[src/rtl/jk_seq_ctrl_if.sv]
`default_nettype none
// ============================================================================
//  Module      : jk_seq_ctrl_if
//  Description : Command handshake bundle for jk_seq_ctrl. The host drives
//                valid/op/arg/cnt; the sequencer returns ready.
//  Revision    : 1.0 - initial release
// ============================================================================
interface jk_seq_ctrl_if #(
    parameter int WIDTH = 4,
    parameter int CNT_W = 8
);
    logic             cmd_valid;
    logic             cmd_ready;
    logic [2:0]       cmd_op;
    logic [WIDTH-1:0] cmd_arg;
    logic [CNT_W-1:0] cmd_cnt;

    modport master (output cmd_valid, cmd_op, cmd_arg, cmd_cnt, input  cmd_ready);
    modport slave  (input  cmd_valid, cmd_op, cmd_arg, cmd_cnt, output cmd_ready);
endinterface
`default_nettype wire

[src/rtl/jk_seq_ctrl.sv]
`default_nettype none
// ============================================================================
//  Module      : jk_seq_ctrl
//  Description : Command-driven sequencer producing registered J/K patterns
//                for a bank of JK flip-flops: masked clear/set/toggle, load,
//                and multi-step synchronous up (optionally down) counting
//                using Q feedback. Each count step takes two cycles (drive,
//                then settle) so the next pattern sees settled Q.
//                Optional feature macro: JK_SEQ_DOWN_EN (enables opcode 6).
//  Revision    : 1.0 - initial release
// ============================================================================
module jk_seq_ctrl #(
    parameter int WIDTH = 4,
    parameter int CNT_W = 8
) (
    input  logic             clk,
    input  logic             rst,
    jk_seq_ctrl_if.slave     cmd,
    input  logic [WIDTH-1:0] q_in,
    output logic [WIDTH-1:0] j_out,
    output logic [WIDTH-1:0] k_out,
    output logic             busy,
    output logic             done,
    output logic             err
);
    localparam logic [2:0] c_OP_NOP    = 3'd0;
    localparam logic [2:0] c_OP_CLEAR  = 3'd1;
    localparam logic [2:0] c_OP_SET    = 3'd2;
    localparam logic [2:0] c_OP_TOGGLE = 3'd3;
    localparam logic [2:0] c_OP_LOAD   = 3'd4;
    localparam logic [2:0] c_OP_UP     = 3'd5;
`ifdef JK_SEQ_DOWN_EN
    localparam logic [2:0] c_OP_DOWN   = 3'd6;
`endif

    localparam logic [1:0] c_ST_IDLE  = 2'd0;
    localparam logic [1:0] c_ST_DRIVE = 2'd1;
    localparam logic [1:0] c_ST_CDRV  = 2'd2;
    localparam logic [1:0] c_ST_CSET  = 2'd3;

    localparam logic [CNT_W-1:0] c_CNT_ZERO = '0;
    localparam logic [CNT_W-1:0] c_CNT_ONE  = 1;

    logic [1:0]       r_state;
    logic [WIDTH-1:0] r_j;
    logic [WIDTH-1:0] r_k;
    logic             r_done;
    logic             r_err;
    logic [CNT_W-1:0] r_rem;

    logic [WIDTH-1:0] w_single_j;
    logic [WIDTH-1:0] w_single_k;
    logic             w_is_single;
    logic             w_is_count;
    logic [WIDTH-1:0] w_up_t;
    logic [WIDTH-1:0] w_cnt_t;
    logic             w_unused_msb;

    assign cmd.cmd_ready = (r_state == c_ST_IDLE);
    assign busy          = (r_state != c_ST_IDLE);
    assign j_out         = r_j;
    assign k_out         = r_k;
    assign done          = r_done;
    assign err           = r_err;

    // The top Q bit never feeds a carry/borrow into any cell.
    assign w_unused_msb  = q_in[WIDTH-1];

    // Up-count toggle mask: a cell toggles when every lower cell is 1.
    genvar gi;
    generate
        for (gi = 0; gi < WIDTH; gi++) begin : g_up_pat
            if (gi == 0) begin : g_lsb
                assign w_up_t[gi] = 1'b1;
            end else begin : g_upper
                assign w_up_t[gi] = &q_in[gi-1:0];
            end
        end
    endgenerate

`ifdef JK_SEQ_DOWN_EN
    logic [WIDTH-1:0] w_dn_t;
    logic             w_cmd_down;
    logic             r_down;

    // Down-count toggle mask: a cell toggles when every lower cell is 0.
    generate
        for (gi = 0; gi < WIDTH; gi++) begin : g_dn_pat
            if (gi == 0) begin : g_lsb
                assign w_dn_t[gi] = 1'b1;
            end else begin : g_upper
                assign w_dn_t[gi] = &(~q_in[gi-1:0]);
            end
        end
    endgenerate

    assign w_cmd_down = (cmd.cmd_op == c_OP_DOWN);
    assign w_is_count = (cmd.cmd_op == c_OP_UP) || w_cmd_down;
    // In IDLE the direction comes from the incoming opcode, later from the latch.
    assign w_cnt_t    = ((r_state == c_ST_IDLE) ? w_cmd_down : r_down) ? w_dn_t : w_up_t;

    // Remember the count direction for the remaining steps of the command.
    always_ff @(posedge clk) begin
        if (rst) begin
            r_down <= 1'b0;
        end else if (cmd.cmd_valid && (r_state == c_ST_IDLE)) begin
            r_down <= w_cmd_down;
        end
    end
`else
    assign w_is_count = (cmd.cmd_op == c_OP_UP);
    assign w_cnt_t    = w_up_t;
`endif

    // Decode the single-shot J/K pattern for the presented opcode.
    always_comb begin
        w_single_j  = '0;
        w_single_k  = '0;
        w_is_single = 1'b1;
        case (cmd.cmd_op)
            c_OP_CLEAR:  begin w_single_k = cmd.cmd_arg; end
            c_OP_SET:    begin w_single_j = cmd.cmd_arg; end
            c_OP_TOGGLE: begin w_single_j = cmd.cmd_arg; w_single_k = cmd.cmd_arg; end
            c_OP_LOAD:   begin w_single_j = cmd.cmd_arg; w_single_k = ~cmd.cmd_arg; end
            default:     begin w_is_single = 1'b0; end
        endcase
    end

    // Sequencer state, registered J/K drive, step counter and status pulses.
    always_ff @(posedge clk) begin
        if (rst) begin
            r_state <= c_ST_IDLE;
            r_j     <= '0;
            r_k     <= '0;
            r_done  <= 1'b0;
            r_err   <= 1'b0;
            r_rem   <= c_CNT_ZERO;
        end else begin
            r_done <= 1'b0;
            r_err  <= 1'b0;
            r_j    <= '0;
            r_k    <= '0;
            case (r_state)
                c_ST_IDLE: begin
                    if (cmd.cmd_valid) begin
                        if (w_is_single) begin
                            r_state <= c_ST_DRIVE;
                            r_j     <= w_single_j;
                            r_k     <= w_single_k;
                        end else if (w_is_count && (cmd.cmd_cnt != c_CNT_ZERO)) begin
                            r_state <= c_ST_CDRV;
                            r_rem   <= cmd.cmd_cnt;
                            r_j     <= w_cnt_t;
                            r_k     <= w_cnt_t;
                        end else if (w_is_count || (cmd.cmd_op == c_OP_NOP)) begin
                            r_done  <= 1'b1;
                        end else begin
                            r_err   <= 1'b1;
                        end
                    end
                end
                c_ST_DRIVE: begin
                    r_state <= c_ST_IDLE;
                    r_done  <= 1'b1;
                end
                c_ST_CDRV: begin
                    r_state <= c_ST_CSET;
                    r_rem   <= r_rem - c_CNT_ONE;
                end
                c_ST_CSET: begin
                    if (r_rem != c_CNT_ZERO) begin
                        r_state <= c_ST_CDRV;
                        r_j     <= w_cnt_t;
                        r_k     <= w_cnt_t;
                    end else begin
                        r_state <= c_ST_IDLE;
                        r_done  <= 1'b1;
                    end
                end
                default: begin
                    r_state <= c_ST_IDLE;
                end
            endcase
        end
    end
endmodule
`default_nettype wire

[src/flat_wrapper.sv]
// flat-port wrapper written by rule: the top's interface ports become plain ports
module jk_seq_ctrl_flat 
#(
    parameter int WIDTH = 4,
    parameter int CNT_W = 8
)
  (clk, rst, q_in, j_out, k_out, busy, done, err, cmd_cmd_valid, cmd_cmd_op, cmd_cmd_arg, cmd_cmd_cnt, cmd_cmd_ready);
  jk_seq_ctrl_if #(.WIDTH(WIDTH), .CNT_W(CNT_W)) cmd_i ();
  input  logic clk;
  input  logic rst;
  input  logic [WIDTH-1:0] q_in;
  output logic [WIDTH-1:0] j_out;
  output logic [WIDTH-1:0] k_out;
  output logic busy;
  output logic done;
  output logic err;
  input wire logic [$bits(cmd_i.cmd_valid)-1:0] cmd_cmd_valid;
  input wire logic [$bits(cmd_i.cmd_op)-1:0] cmd_cmd_op;
  input wire logic [$bits(cmd_i.cmd_arg)-1:0] cmd_cmd_arg;
  input wire logic [$bits(cmd_i.cmd_cnt)-1:0] cmd_cmd_cnt;
  output wire logic [$bits(cmd_i.cmd_ready)-1:0] cmd_cmd_ready;
  assign cmd_i.cmd_valid = cmd_cmd_valid;
  assign cmd_i.cmd_op = cmd_cmd_op;
  assign cmd_i.cmd_arg = cmd_cmd_arg;
  assign cmd_i.cmd_cnt = cmd_cmd_cnt;
  assign cmd_cmd_ready = cmd_i.cmd_ready;
  jk_seq_ctrl #(.WIDTH(WIDTH), .CNT_W(CNT_W)) u_core (.clk(clk), .rst(rst), .cmd(cmd_i), .q_in(q_in), .j_out(j_out), .k_out(k_out), .busy(busy), .done(done), .err(err));
endmodule
[config.mk]
export PLATFORM = sky130hd
export DESIGN_NAME = jk_seq_ctrl_flat
export DESIGN_NICKNAME = d
export VERILOG_FILES = /design/src/rtl/jk_seq_ctrl_if.sv /design/src/rtl/jk_seq_ctrl.sv /design/src/flat_wrapper.sv
export SDC_FILE = /design/constraint.sdc
export NUM_CORES = 1
export LEC_CHECK = 0
export BUFFER_PORTS_ARGS = -buffer_cell sky130_fd_sc_hd__buf_2
export CAP_MARGIN = 25
export CORE_MARGIN = 5
export CORE_UTILIZATION = 36
export CTS_CLUSTER_DIAMETER = 100
export DETAILED_ROUTE_END_ITERATION = 8
export PLACE_DENSITY = 0.57
export REMOVE_ABC_BUFFERS = 1
export SKIP_CTS_REPAIR_TIMING = 1
export SLEW_MARGIN = 40
export SYNTH_ARGS = -nofsm -noshare
export SYNTH_HDL_FRONTEND = slang
export SYNTH_SLANG_ARGS = --single-unit
[constraint.sdc]
create_clock -name clk -period 1.6 [get_ports clk]
set_input_delay 0.32 -clock clk [delete_from_list [all_inputs] [get_ports clk]]
set_output_delay 0.32 -clock clk [all_outputs]
set_load 0.005 [all_outputs]
==> results.toml <==
[status]
status = "finished, final reports clean"

[power_and_ir_drop]
powerDensity_nw_per_um2 = 1090
vdd_drop_max_mv = 0.648
total_power_mw = 2.03
p_leak_nw = 0.767

[detailed_routing]
wirelength_mm = 4.08
drc = 0
routed_via_density = 5.56
vias = 1468
dr.pass1.iters = 4
wl_per_cell_um = 15.4
ant_nets = 0
drt_iter0_markers = 109

[timing]
post-route-min-period_ns = 1.57
skew_ns = 0.0131
setup_ws_ns = 0.0343
worst_slew_margin_rel_pct = 72.0
finalHoldViolCount = 0
max_slew.worst_pin.slew_ns = 0.416
fmax_mhz = 639
rsz0062_at_grt = "true"
setup_viol = 0
timing.final.crit_share_pct = 97.9
slew_viol_final = 0

[floorplanning]
rows = 21
die_w_um = 70.2
start_util_pct = 38.2
ios = 34
core_area_um2 = 3420
die_y_um = 70.2
die_area_um2 = 4930

[clocking]
cts_buffers = 3
clk_path_buf_depth = 2
cts_root_buf = "clkbuf_4"
cts_sinks = 20
cts_max_level = 1
insertion_delay_ns = 0.31
clkTransAtPathRegs_ns = 0.13
cts_tree = "yes"

[critical_path]
arrival_ns = 1.77
crit_type = "flop to flop"
path_max_fanout = 8
slowest_stage = "a2111o_2"
start_kind = "flop"
path_cells = "inv_2 -> ha_4 -> nand2_4 -> a2111o_2 -> a221oi_2 -> a211oi_2"
worstPathRequired_ns = 1.80
end_kind = "flop"
cpPeakStageDelay_ns = 0.48

[synth]
netlist_instances = 162
synthesis.area_um2 = 1300
synth_area_leaders = "dfxtp_1 (31%), a21oi_1 (6.1%), ha_1 (5.8%)"
synth_top_area_share_pct = 30.7
ys_seq_elements = 20
yosysWarnings = 0
synth_largest_area_cell = "dfxtp_1"
syn_avg_cell_area_um2 = 8.05
ys_types = 46
yosysSeqAreaShare_pct = 30.7

[layout]
area_growth_pct = 43.2
fillCellCount = 349
multi_input_area_um2 = 936
diodes = 0
seq_area_um2 = 404
drive_gt1_share_pct = 45.4
final_nets = 247

[placement]
dp_slack_ns = -0.140
dp_hpwl_mm = 3.01
io_buffer_count = 32
gp_congestion = 0.916

[grt]
grt_usage_pct = 16.2
grt_pass1_vias = 1436
grt_max_degree = 17
gr-total-overflow = 0
antenna_found_initial = 0
grt_pass1_wl_mm = 6.60

[job]
maxCapViolations = 0

[min_path]
hp-class = "primary input to flop"
[path summary, 6_finish.rpt]
path | end | depth (start not counted) | slack, ns | startpoint
max | u_core.r_rem[0] | 6 | 0.03 | u_core.r_state[1]
min | u_core.j_out[2] | 3 | 0.28 | cmd_cmd_arg[2]
max reg2reg | u_core.r_rem[0] | 6 | 0.03 | u_core.r_state[1]
min reg2reg | u_core.r_rem[7] | 2 | 0.48 | u_core.r_rem[7]
[state kept, by name (all words and copies together) (netlist names)]
name / count
u_core.done: 1
u_core.k_out: 4
u_core.r_rem: 8
u_core.r_state: 2
u_core.j_out: 4
u_core.err: 1
[worst max-delay path, delay by kind of cell, from the launching register on]
family | cells | cell delay (ns)
AOI/OAI and AO/OA | 3 | 0.84
adders and majority gates | 1 | 0.15
buffers and inverters | 1 | 0.07
DFF | 1 | 0.34
and+or+nand+nor | 1 | 0.07
[synthesized netlist by cell type, drive strengths merged]
master,count
and2b,2
a221oi,1
ha,6
a2bb2oi,2
o22ai,5
dfxtp,20
nand2,15
a2111o,1
a31o,1
inv,10
clkbuf,6
or2,2
and3b,2
nor2,10
o2bb2ai,1
a211oi,5
o21ai,8
a41oi,1
and2,2
nor3b,3
o32ai,5
nor3,8
mux2i,1
a21oi,16
o311ai,1
nand2b,1
buf,1
o221ai,1
o21a,1
o21bai,1
a211o,1
a22oi,1
nand4,2
nand3,3
a31oi,1
o31ai,4
nor4,4
and3,4
a2111oi,2
o2111ai,1
[stage by stage]
stage               hold WS, ns  util (%)  area, um^2  TNS, ns  instances
floorplan                 0.385         -        1280    -1.18        155
global placement          0.463      50.0        1710   -0.682        260
detailed placement        0.466      50.0        1710    -1.15        260
CTS                       0.274      51.6        1760    -1.30        264
global route              0.279      54.7        1870   -0.301        264
finish                    0.284      54.7        1870        0        264
[routing by layer]
metal  up-vias  track usage (%)  routed length (um)
li1        729                -                   -
met1       695             21.6                1810
met2        40             25.8                1980
met3         4             4.30                 229
met4         0             4.47                  47
met5         -                0                   0
[cell families after synthesis]
kind of cell,Yosys count,share of synthesized area [%]
and+or+nand+nor,58,24.5
muxes,1,0.768
adders and majority gates,6,5.76
DFF,20,30.7
buffers and inverters,17,4.99
AOI/OAI and AO/OA,60,33.3
[where the power goes]
part / switching [mW] / internal (mW) / total [mW]
Combinational: 0.542 / 0.465 / 1.01
Sequential: 0.0332 / 0.562 / 0.595
Clock: 0.173 / 0.253 / 0.426
Total: 0.749 / 1.28 / 2.03
[area by class of cell]
| type | instances | area share [%] |
|---|---|---|
| Multi-Input combinational cell | 125 | 50.1 |
| Inverter | 10 | 2.01 |
| Clock buffer | 3 | 1.21 |
| Timing Repair Buffer | 59 | 20.3 |
| Tap cell | 46 | 3.08 |
| Sequential cell | 20 | 21.6 |
| Clock inverter | 1 | 1.61 |
[placed cells by master (no fill, tap or decap), types with 4 or more instances in the layout]
master and count:
o31ai_1 4, and3_1 4, nor3_1 7, nor2_1 8, o21ai_0 8, a21oi_1 14
o22ai_1 5, nand2_1 13, buf_2 32, inv_2 4, dfxtp_1 17, inv_1 6
buf_4 25
Power figures use the tool's default switching activity.
